## config.mk

```make
export PLATFORM = sky130hd
export DESIGN_NAME = coherence_bus_ctrl
export DESIGN_NICKNAME = d
export VERILOG_FILES = /design/src/rtl/coherence_bus_ctrl.sv
export SDC_FILE = /design/constraint.sdc
export NUM_CORES = 1
export LEC_CHECK = 0
export BUFFER_PORTS_ARGS = -buffer_cell sky130_fd_sc_hd__buf_2
export CORE_AREA = 2 2 146 148
export CTS_CLUSTER_DIAMETER = 60
export DETAILED_ROUTE_END_ITERATION = 8
export DIE_AREA = 0 0 148 150
export GPL_ROUTABILITY_DRIVEN = 1
export PLACE_DENSITY = 0.47
export SYNTH_ARGS = -nofsm -noshare
export SYNTH_HDL_FRONTEND = slang
export SYNTH_SLANG_ARGS = --single-unit
export TNS_END_PERCENT = 100
```

## constraint.sdc

```tcl
create_clock -name CLK -period 1.3 [get_ports CLK]
set_input_delay 0.13 -clock CLK [delete_from_list [all_inputs] [get_ports CLK]]
set_output_delay 0.13 -clock CLK [all_outputs]
set_load 0.02 [all_outputs]
```

## src/rtl/coherence_bus_ctrl.sv

```systemverilog
// MSI snooping bus controller between two dcaches and shared RAM: arbitrates
// coherence requests and victim writebacks, issues snoops, sequences 2-word fills.
module coherence_bus_ctrl #(
    parameter int CPUS  = 2,
    parameter int WORDS = 2
) (
    input  logic                  CLK,
    input  logic                  nRST,
    input  logic [CPUS-1:0]       dREN,
    input  logic [CPUS-1:0]       dWEN,
    input  logic [CPUS-1:0][31:0] daddr,
    input  logic [CPUS-1:0][31:0] dstore,
    input  logic [CPUS-1:0]       cctrans,
    input  logic [CPUS-1:0]       ccwrite,
    output logic [CPUS-1:0]       dwait,
    output logic [CPUS-1:0][31:0] dload,
    output logic [CPUS-1:0]       ccwait,
    output logic [CPUS-1:0]       ccinv,
    output logic [CPUS-1:0][31:0] ccsnoopaddr,
    output logic                  ramREN,
    output logic                  ramWEN,
    output logic [31:0]           ramaddr,
    output logic [31:0]           ramstore,
    input  logic [31:0]           ramload,
    input  logic [1:0]            ramstate
);

    typedef enum logic [2:0] {
        S_IDLE,
        S_WB,
        S_SNOOP,
        S_ACK,
        S_MEM,
        S_C2C
    } state_t;

    localparam logic LAST_W = 1'(WORDS - 1);

    state_t      r_state;
    state_t      w_state_next;
    logic        r_g;
    logic        r_w;
    logic        r_last;
    logic        w_g_next;
    logic        w_w_next;
    logic        w_last_next;
    logic        w_o;
    logic        w_gsel;
    logic        w_access;
    logic [1:0]  w_req;
    logic [31:0] w_blk_addr;

    assign w_o        = ~r_g;
    assign w_req      = cctrans | dWEN;
    // Ties go to the core that was not granted last; otherwise the lone requester.
    assign w_gsel     = (&w_req) ? ~r_last : w_req[1];
    assign w_access   = (ramstate == 2'b10);
    assign w_blk_addr = {daddr[r_g][31:3], r_w, 2'b00};

    always_ff @(posedge CLK) begin
        if (!nRST) begin
            r_state <= S_IDLE;
            r_g     <= 1'b0;
            r_w     <= 1'b0;
            r_last  <= 1'b1;
        end else begin
            r_state <= w_state_next;
            r_g     <= w_g_next;
            r_w     <= w_w_next;
            r_last  <= w_last_next;
        end
    end

    always_comb begin
        w_state_next = r_state;
        w_g_next     = r_g;
        w_w_next     = r_w;
        w_last_next  = r_last;
        unique case (r_state)
            S_IDLE: begin
                if (|w_req) begin
                    w_g_next     = w_gsel;
                    w_last_next  = w_gsel;
                    w_w_next     = 1'b0;
                    w_state_next = cctrans[w_gsel] ? S_SNOOP : S_WB;
                end
            end
            S_WB: begin
                if (w_access) w_state_next = S_IDLE;
            end
            S_SNOOP: begin
                if (cctrans[w_o]) begin
                    if (ccwrite[w_o])    w_state_next = S_C2C;
                    else if (dREN[r_g])  w_state_next = S_MEM;
                    else                 w_state_next = S_ACK;
                end
            end
            S_ACK: w_state_next = S_IDLE;
            S_MEM, S_C2C: begin
                if (w_access) begin
                    if (r_w == LAST_W) w_state_next = S_IDLE;
                    else               w_w_next     = r_w + 1'b1;
                end
            end
            default: w_state_next = S_IDLE;
        endcase
    end

    // Outputs depend only on registered state plus the live bus/core inputs.
    always_comb begin
        dwait       = '1;
        dload       = '0;
        ccwait      = '0;
        ccinv       = '0;
        ccsnoopaddr = '0;
        ramREN      = 1'b0;
        ramWEN      = 1'b0;
        ramaddr     = '0;
        ramstore    = '0;
        unique case (r_state)
            S_WB: begin
                ramWEN   = 1'b1;
                ramaddr  = daddr[r_g];
                ramstore = dstore[r_g];
                if (w_access) dwait[r_g] = 1'b0;
            end
            S_SNOOP: begin
                ccwait[w_o]      = 1'b1;
                ccinv[w_o]       = ccwrite[r_g];
                ccsnoopaddr[w_o] = w_blk_addr;
            end
            S_ACK: begin
                ccwait[w_o]      = 1'b1;
                ccsnoopaddr[w_o] = w_blk_addr;
                dwait[r_g]       = 1'b0;
            end
            S_MEM: begin
                ccwait[w_o]      = 1'b1;
                ccsnoopaddr[w_o] = w_blk_addr;
                ramREN           = 1'b1;
                ramaddr          = w_blk_addr;
                dload[r_g]       = ramload;
                if (w_access) dwait[r_g] = 1'b0;
            end
            S_C2C: begin
                // Dirty snooper feeds the requester and RAM in the same cycle.
                ccwait[w_o]      = 1'b1;
                ccinv[w_o]       = ccwrite[r_g];
                ccsnoopaddr[w_o] = w_blk_addr;
                dload[r_g]       = dstore[w_o];
                ramWEN           = 1'b1;
                ramaddr          = w_blk_addr;
                ramstore         = dstore[w_o];
                if (w_access) dwait = '0;
            end
            default: ;
        endcase
    end

endmodule

```

# [After elaboration in Yosys (flattened, before gate mapping)]
# Cells that the tools add are included.
[word_totals] register_bits=6 wordCells=92
[classes] addsub=1 magnitude_cmp=5 n_eq_ne=11 n_mux=49 bitwise_logic=8 n_reduce_logical=14
[ops] cell="$mux W32" count=8
[ops] cell="$and A64 B64 Y64" count=3
[ops] cell="$pmux W32 S2" count=2
[ops] cell="$pmux W64 S2" count=1
[ops] cell="$demux W32 S1" count=2
[ops] cell="$mux W64" count=1
[ops] cell="$mux W3" count=7
[ops] cell="$mux W1" count=18
[ops] cell="$pmux W3 S4" count=1
[ops] cell="$mux W2" count=5
[ops] cell="$reduce_or A2 Y1" count=5
[ops] cell="$eq A3 B2 Y1 const B" count=2
[ops] cell="$eq A3 B3 Y1 const B" count=2
[ops] cell="$lt A1 B2 Y1 const B" count=3
[ops] cell="$ne A2 B2 Y1 const B" count=3
[ops] cell="$pmux W2 S3" count=1
[ops] cell="$reduce_and A5 Y1" count=1
[ops] cell="$ne A2 B1 Y1 const B" count=2
[ops] cell="$reduce_and A2 Y1" count=2
[ops] cell="$reduce_or A4 Y1" count=1
[ops] cell="$eq A3 B1 Y1 const B" count=1
[ops] cell="$logic_not A3 Y1" count=1
[ops] cell="$reduce_and A3 Y1" count=1
[ops] cell="$and A2 B2 Y2" count=1
[ops] cell="10 further kinds" count=14

# [Logic depth before layout (Yosys ltp)]
# Gate-level depths: netlist of the first run.
[logic_depth] depth_word=8 ltp_mapped=8 ltp_nobuf=5

# [Worst setup path before layout of the first run]
# OpenSTA, ideal clock, no wires.
[synth_path] kind="flip-flop to output port" startpoint="register r_state[0]" endpoint="output port dload[10] (netlist name)" arrival_time_ns=1.571 required_ns=1.170 slack_ns=-0.401 stages_incl_launch_ff=9 n_path_buf=3 cell_sequence="dfxtp_1 nand2b_1 buf_4 inv_2 and2_1 buf_6 buf_6 nand2_1 a21oi_1"
[synth_rtl] element="start: declaration" line_no="39" source="state_t r_state;"
[synth_rtl] element="start signal: assignment" line_no="67" source="r_state <= w_state_next;"
[synth_rtl] element="end: declaration" line_no="16" source="output logic [CPUS-1:0][31:0] dload,"

==> summary.txt, run 1 <==
Power
  • Sequential power share: 2.8%
  • P_sw: 6.85 mW
  • VDD IR max: 0.000895 V
  • Internal power: 6.93 mW
  • Clock network power share: 3.7%
  • Pleak: 4.03 nW
  • Net Sw Frac: 49.7%
  • Part of the power in combinational logic: 93.5%
  • Pwr Density: 1560 mW/mm²

Finish
  • P&R area growth vs syn: 224%
  • Final Non-Filler Cells: 1201
  • Share of cells above drive strength 1: 84.4%
  • Antenna Cells: 0
  • Most frequent cells in the layout: buf_2 (214), buf_6 (130), nand2_1 (84)
  • Commonest non-fill, non-tap cell in the layout: buf_2
  • Fin nets: 1099
  • # fillers: 2054

Placed design
  • Number of port buffers: 367
  • Hpwl dp: 15200 µm
  • RePlAce Congestion: 0.889
  • Cells after DPL: 1159

Setup path
  • R2R cell count: 7
  • CP required: 1.17 ns
  • Worst path cell trace: nand2b_4 -> clkinv_4 -> and2_4 -> buf_12 -> buf_12 -> buf_16 -> nand2_2 -> a21oi_4 -> buf_6
  • CP Max Fanout: 6
  • Critical path depth: 9
  • CP Capture Type: primary output
  • Crit-path most repeated cell: buf_12
  • Worst path max stage delay: 0.33 ns
  • Slowest stage cell, crit path: dfxtp_2
  • Crit Path Category: reg -> out
  • Bufs and invs on worst path: 5
  • Crit path launch type: register
  • Delay-heaviest family, CP: buffers and inverters
  • Arr. time, crit path: 1.67 ns

Hold path
  • Hold Path Depth: 2
  • Min-delay worst type: in -> reg

Global routing
  • Vias in the first global route: 5210
  • Largest net degree at the start of global routing: 35
  • Grt total ovfl: 0
  • First-pass GRT wire length: 30100 µm
  • Initial antenna violation count: 1
  • Tot GR Track Use: 17.0%

Yosys
  • Syn_area_per_cell: 5.42 µm²
  • Most used DFF post-synth: dfxtp_1
  • Post-synth cell types: 40
  • Yosys reg bits: 6
  • Synthesized instance count: 504
  • Number of synthesized flops with an enable pin: 0
  • Async S/R FF share, synth: 0%
  • Synthesized cell area: 0.00273 mm²
  • YS warnings: 0
  • Sequential area share after synthesis: 4.40%

Clock network
  • Root buf cell: clkbuf_16
  • Clock tree sinks: 6
  • Htree depth: 1
  • Worst-path clk slew: 0.04 ns
  • CTS tree: built
  • Worst-Skew Late Latency: 0.23 ns
  • CTS Buffer Depth: 2
  • CTS buffer count: 3

STA
  • Final Hold Vio Count: 0
  • Tcrit/Tclk final: 139%
  • Final hold slack: 0.169 ns
  • # setup viols final: 201
  • Fmax: 555 MHz
  • Max Clock Skew: 0.00265 ns
  • Final Max Tran Viols: 0
  • Final setup margin: -0.503 ns
  • RSZ-0062 raised after global routing: yes
  • Fin crit period: 1.80 ns

Route
  • Vias per cell: 4.37
  • Total wire length: 22100 µm
  • Drt pass-1 iters: 4
  • DRC viols: 0
  • Via count: 5244
  • DRT iter0 DRCs: 170
  • Drt wl/cell: 18.4 µm
  • ANT nets after route: 0

Floorplanning
  • Number of top-level pins: 372
  • Initial Utilization: 13.2%
  • Core Box Area: 0.0207 mm²
  • Die Y: 150 µm
  • DIE AREA: 0.0222 mm²
  • Die X: 148 µm
  • FP Rows: 53

Run status
  • Failing checks: negative setup slack
  • Outcome: finished, violations left

Flow run
  • Max-capacitance violation count: 0
## kinds of logic after synthesis
logic type / share of synthesized area (%)
muxes: 12.1
other: 0.137
and+or+nand+nor: 48.8
buffers and inverters: 10.3
DFF: 4.40
AOI/OAI and AO/OA: 23.6
xor gates and xnor gates: 0.641
## synthesized netlist by cell type (6+ instances only)
master | count | area [µm²]
a21oi_1 | 100 | 500
nor2b_1 | 6 | 37.5
nand2_1 | 170 | 638
nor2_1 | 33 | 124
mux2i_1 | 32 | 320
dfxtp_1 | 6 | 120
buf_4 | 8 | 60.1
and2_1 | 62 | 388
clkbuf_1 | 20 | 75.1
buf_6 | 7 | 78.8
buf_2 | 11 | 55.1
o21ai_0 | 7 | 35.0
## sequential cells by signal, summed over array words and instances, names as in the netlist
register,cells
r_g,1
r_last,1
r_state,3
r_w,1
## worst reg2reg max path, cell delays in order, from the launching register on
cell	delay (ns)
dfxtp_4	0.39
buf_4	0.16
buf_12	0.13
buf_4	0.14
mux2i_1	0.12
a32oi_2	0.22
nand2_1	0.11
o221a_2	0.26
## power by group through the flow
| stage | clock (mW) | combinational [mW] | sequential (mW) |
|---|---|---|---|
| after floorplan | 0 | 6.11 | 0.305 |
| after global placement | 0 | 9.02 | 0.369 |
| after detailed placement | 0 | 9.01 | 0.372 |
| after CTS | 0.522 | 11.2 | 0.373 |
| after global routing | 0.539 | 13.5 | 0.397 |
| final | 0.516 | 12.9 | 0.383 |
## metrics by stage
| step | total power, mW | area [µm²] | utilization (%) | setup slack (ns) | setup TNS, ns |
|---|---|---|---|---|---|
| floorplan | 6.42 | 4190 | - | -0.305 | -19.52 |
| global placement | 9.39 | 6620 | 32.0 | -0.265 | -38.34 |
| detailed placement | 9.38 | 6620 | 32.0 | -0.290 | -40.60 |
| CTS | 12.1 | 8120 | 39.2 | -0.480 | -78.24 |
| global route | 14.5 | 8860 | 42.8 | -0.560 | -94.07 |
| finish | 13.8 | 8860 | 42.8 | -0.503 | -81.17 |
## final timing paths
kind	slack, ns	end	start
setup / recovery	-0.50	dload[44]	r_state[1]
hold / removal	0.17	r_last	nRST
setup reg to reg	-0.35	r_state[1]	r_g
hold reg to reg	0.54	r_last	r_last
## final cells by class
class	instances	area, µm²	share of cell area (%)
flip-flops and latches	6	133	1.50
repair buffers	463	4130	46.7
clock buffers	4	78.8	0.890
inverters	1	8.76	0.0989
multi-input cells	452	4160	46.9
well taps	275	344	3.89
## per-layer routing
layer	up-vias	track usage, %	wire length [µm]	part of all wire (%)
met2	206	29.6	11000	50
met5	-	0	0	0
met3	28	1.68	1210	5.5
met4	0	2.57	348	1.6
li1	2525	-	-	-
met1	2485	23.2	9580	43
## what timing repair did
| item | CTS | global route |
|---|---|---|
| setup endpoints to repair | 200 | 201 |
| buffers inserted | 17 | 4 |
| gates cloned | 12 | 9 |
| resized for setup | 289 | 154 |
| hold buffers | 0 | 0 |
| pin swaps | 27 | 51 |
(Power assumes the default switching activity.)
==> inputs of run 2 (changes only) <==
--- a/config.mk
+++ b/config.mk
@@ -12,6 +12,7 @@
 export DIE_AREA = 0 0 148 150
 export GPL_ROUTABILITY_DRIVEN = 1
 export PLACE_DENSITY = 0.47
+export SKIP_LAST_GASP = 1
 export SYNTH_ARGS = -nofsm -noshare
 export SYNTH_HDL_FRONTEND = slang
 export SYNTH_SLANG_ARGS = --single-unit
==> run 2 against run 1 <==
  * The flow still finishes with violations (negative setup slack)
  * Critical path type unchanged
  * Cell area fell by 7.2%
  * Die area did not move
  * Highest routed layer unchanged
  * Critical path depth did not move
  * Largest power group unchanged
==> summary.txt, run 2 (same netlist as run 1, synthesis figures left out) <==
Run status
  • Outcome: finished, violations left
  • Failing checks: negative setup slack

Power
  • Pleak: 3.87 nW (-4.0%)
  • Net Sw Frac: 50.7% (+1.0 points)
  • Sequential power share: 3.0% (+0.2 points)
  • Internal power: 6.10 mW (-12%)
  • VDD IR max: 0.000896 V (about the same)
  • P_sw: 6.28 mW (-8.4%)
  • Clock network power share: 4.2% (+0.5 points)
  • Pwr Density: 1510 mW/mm² (-3.2%)
  • Part of the power in combinational logic: 92.8% (-0.7 points)

Floorplanning
  • Core Box Area: 0.0207 mm² (unchanged)
  • Die X: 148 µm (unchanged)
  • Number of top-level pins: 372 (unchanged)
  • FP Rows: 53 (unchanged)
  • Die Y: 150 µm (unchanged)
  • DIE AREA: 0.0222 mm² (unchanged)
  • Initial Utilization: 13.2% (unchanged)

Setup path
  • RR Endpoint: r_state[1]
  • CP Max Fanout: 6 (unchanged)
  • CP Capture Type: primary output
  • Slowest stage cell, crit path: dfxtp_2
  • CP required: 1.17 ns (about the same)
  • Worst path cell trace: nand2b_4 -> clkinv_4 -> and2_4 -> buf_12 -> buf_12 -> buf_16 -> nand2_2 -> a21oi_4 -> buf_6
  • R2r setup slk: -0.34 ns (about the same)
  • FF-to-FF Start: r_g
  • Crit-path most repeated cell: buf_12
  • Crit path launch type: register
  • Bufs and invs on worst path: 5 (unchanged)
  • R2R cell count: 7 (unchanged)
  • Crit Path Category: reg -> out
  • Arr. time, crit path: 1.66 ns (about the same)
  • Worst path max stage delay: 0.33 ns (about the same)
  • Delay-heaviest family, CP: buffers and inverters

STA
  • Final Max Tran Viols: 0 (unchanged)
  • Max Clock Skew: 0.00265 ns (+0.000000250 ns)
  • RSZ-0062 raised after global routing: yes
  • Final setup margin: -0.492 ns (+0.0109 ns)
  • Fmax: 558 MHz (+0.61%)
  • # setup viols final: 200 (-0.50%)
  • Final Hold Vio Count: 0 (unchanged)
  • Fin crit period: 1.79 ns (-0.0109 ns)
  • Tcrit/Tclk final: 138% (-0.84 points)

Finish
  • P&R area growth vs syn: 201%
  • Fin nets: 1095 (-0.36%)
  • Commonest non-fill, non-tap cell in the layout: buf_2
  • Reg with most FFs: r_state
  • Final Non-Filler Cells: 1197 (-0.33%)
  • Most frequent cells in the layout: buf_2 (252), nand2_1 (124), buf_4 (92)
  • # fillers: 2156 (+5.0%)
  • Max FFs per register: 3 (unchanged)
  • Antenna Cells: 0 (unchanged)
  • Share of cells above drive strength 1: 79.7% (-4.7 points)

Clock network
  • CTS buffer count: 3 (unchanged)
  • Worst-Skew Late Latency: 0.23 ns (about the same)
  • Post-CTS Hold Buffers: 0 (unchanged)
  • CTS tree: built
  • Root buf cell: clkbuf_16
  • Worst-path clk slew: 0.04 ns (about the same)
  • Htree depth: 1 (unchanged)
  • CTS Buffer Depth: 2 (unchanged)
  • Clock tree sinks: 6 (unchanged)

Placed design
  • Cells after DPL: 1159 (unchanged)
  • RePlAce Congestion: 0.889 (unchanged)
  • Pre-CTS setup slack: -0.290 ns (unchanged)
  • Hpwl dp: 15200 µm (unchanged)
  • Number of port buffers: 367 (unchanged)

Hold path
  • WHS Endpoint: r_last
  • Min-delay worst type: in -> reg
  • Hold Path Depth: 2 (unchanged)
  • Hold Crit Start: nRST

Global routing
  • Grt total ovfl: 0 (unchanged)
  • Vias in the first global route: 5101 (-2.1%)
  • Tot GR Track Use: 16.7% (-0.33 points)
  • First-pass GRT wire length: 29500 µm (-1.9%)
  • Largest net degree at the start of global routing: 35 (unchanged)
  • Initial antenna violation count: 0 (-1)

Route
  • Drt wl/cell: 17.6 µm (-4.6%)
  • ANT nets after route: 0 (unchanged)
  • Via count: 5195 (-0.93%)
  • Drt pass-1 iters: 4 (unchanged)
  • DRT iter0 DRCs: 185 (+8.8%)
  • Vias per cell: 4.34 (-0.60%)
  • DRC viols: 0 (unchanged)
  • Total wire length: 21000 µm (-4.9%)

Flow run
  • Max-capacitance violation count: 0 (unchanged)
[run 2: layout make-up]
class | count | area (µm²) | area share [%]
repair buffers | 459 | 3720 | 45.3
flip-flops and latches | 6 | 133 | 1.61
clock buffers | 4 | 78.8 | 0.959
well taps | 275 | 344 | 4.19
inverters | 1 | 8.76 | 0.107
multi-input cells | 452 | 3930 | 47.8
[run 2: metal layers]
| layer | up-vias | wire length [µm] | GRT usage, % |
|---|---|---|---|
| li1 | 2517 | - | - |
| met1 | 2446 | 9220 | 23.0 |
| met2 | 206 | 10400 | 29.1 |
| met3 | 26 | 1090 | 1.52 |
| met4 | 0 | 329 | 2.24 |
| met5 | - | 0 | 0 |
[run 2: power groups by stage]
stage                     combinational, mW  sequential (mW)  clock (mW)
final                                  11.5            0.374       0.516
after detailed placement               9.01            0.372           0
after floorplan                        6.11            0.305           0
after CTS                              10.9            0.373       0.522
after global routing                   12.1            0.389       0.539
after global placement                 9.02            0.369           0
[run 2: worst max path at each step]
| stage | from | end | slack [ns] | cells past startpoint |
|---|---|---|---|---|
| global placement | r_state[2] | dload[31] | -0.27 | 6 |
| detailed placement | r_state[2] | dload[0] | -0.29 | 6 |
| finish | r_state[1] | dload[44] | -0.49 | 9 |
| global route | r_state[1] | dload[48] | -0.55 | 7 |
| floorplan | r_state[1] | dload[39] | -0.30 | 8 |
| CTS | r_state[1] | dload[12] | -0.48 | 9 |
[run 2: stage by stage]
step                util (%)  power, mW  cell area [µm²]  TNS, ns  hold slack (ns)
floorplan                  -       6.42             4190   -19.52            0.219
global placement        32.0       9.39             6620   -38.34            0.405
detailed placement      32.0       9.38             6620   -40.60            0.404
CTS                     38.1       11.8             7870   -79.33            0.172
global route            39.7       13.1             8220   -93.42            0.193
finish                  39.7       12.4             8220   -80.57            0.166
[run 2: timing repair]
action,in CTS,in global routing
gates resized for setup,214,65
buffers inserted,17,3
endpoints found under the hold margin,0,0
pin swaps,26,18
endpoints found under the setup margin,200,201
gates cloned,12,6
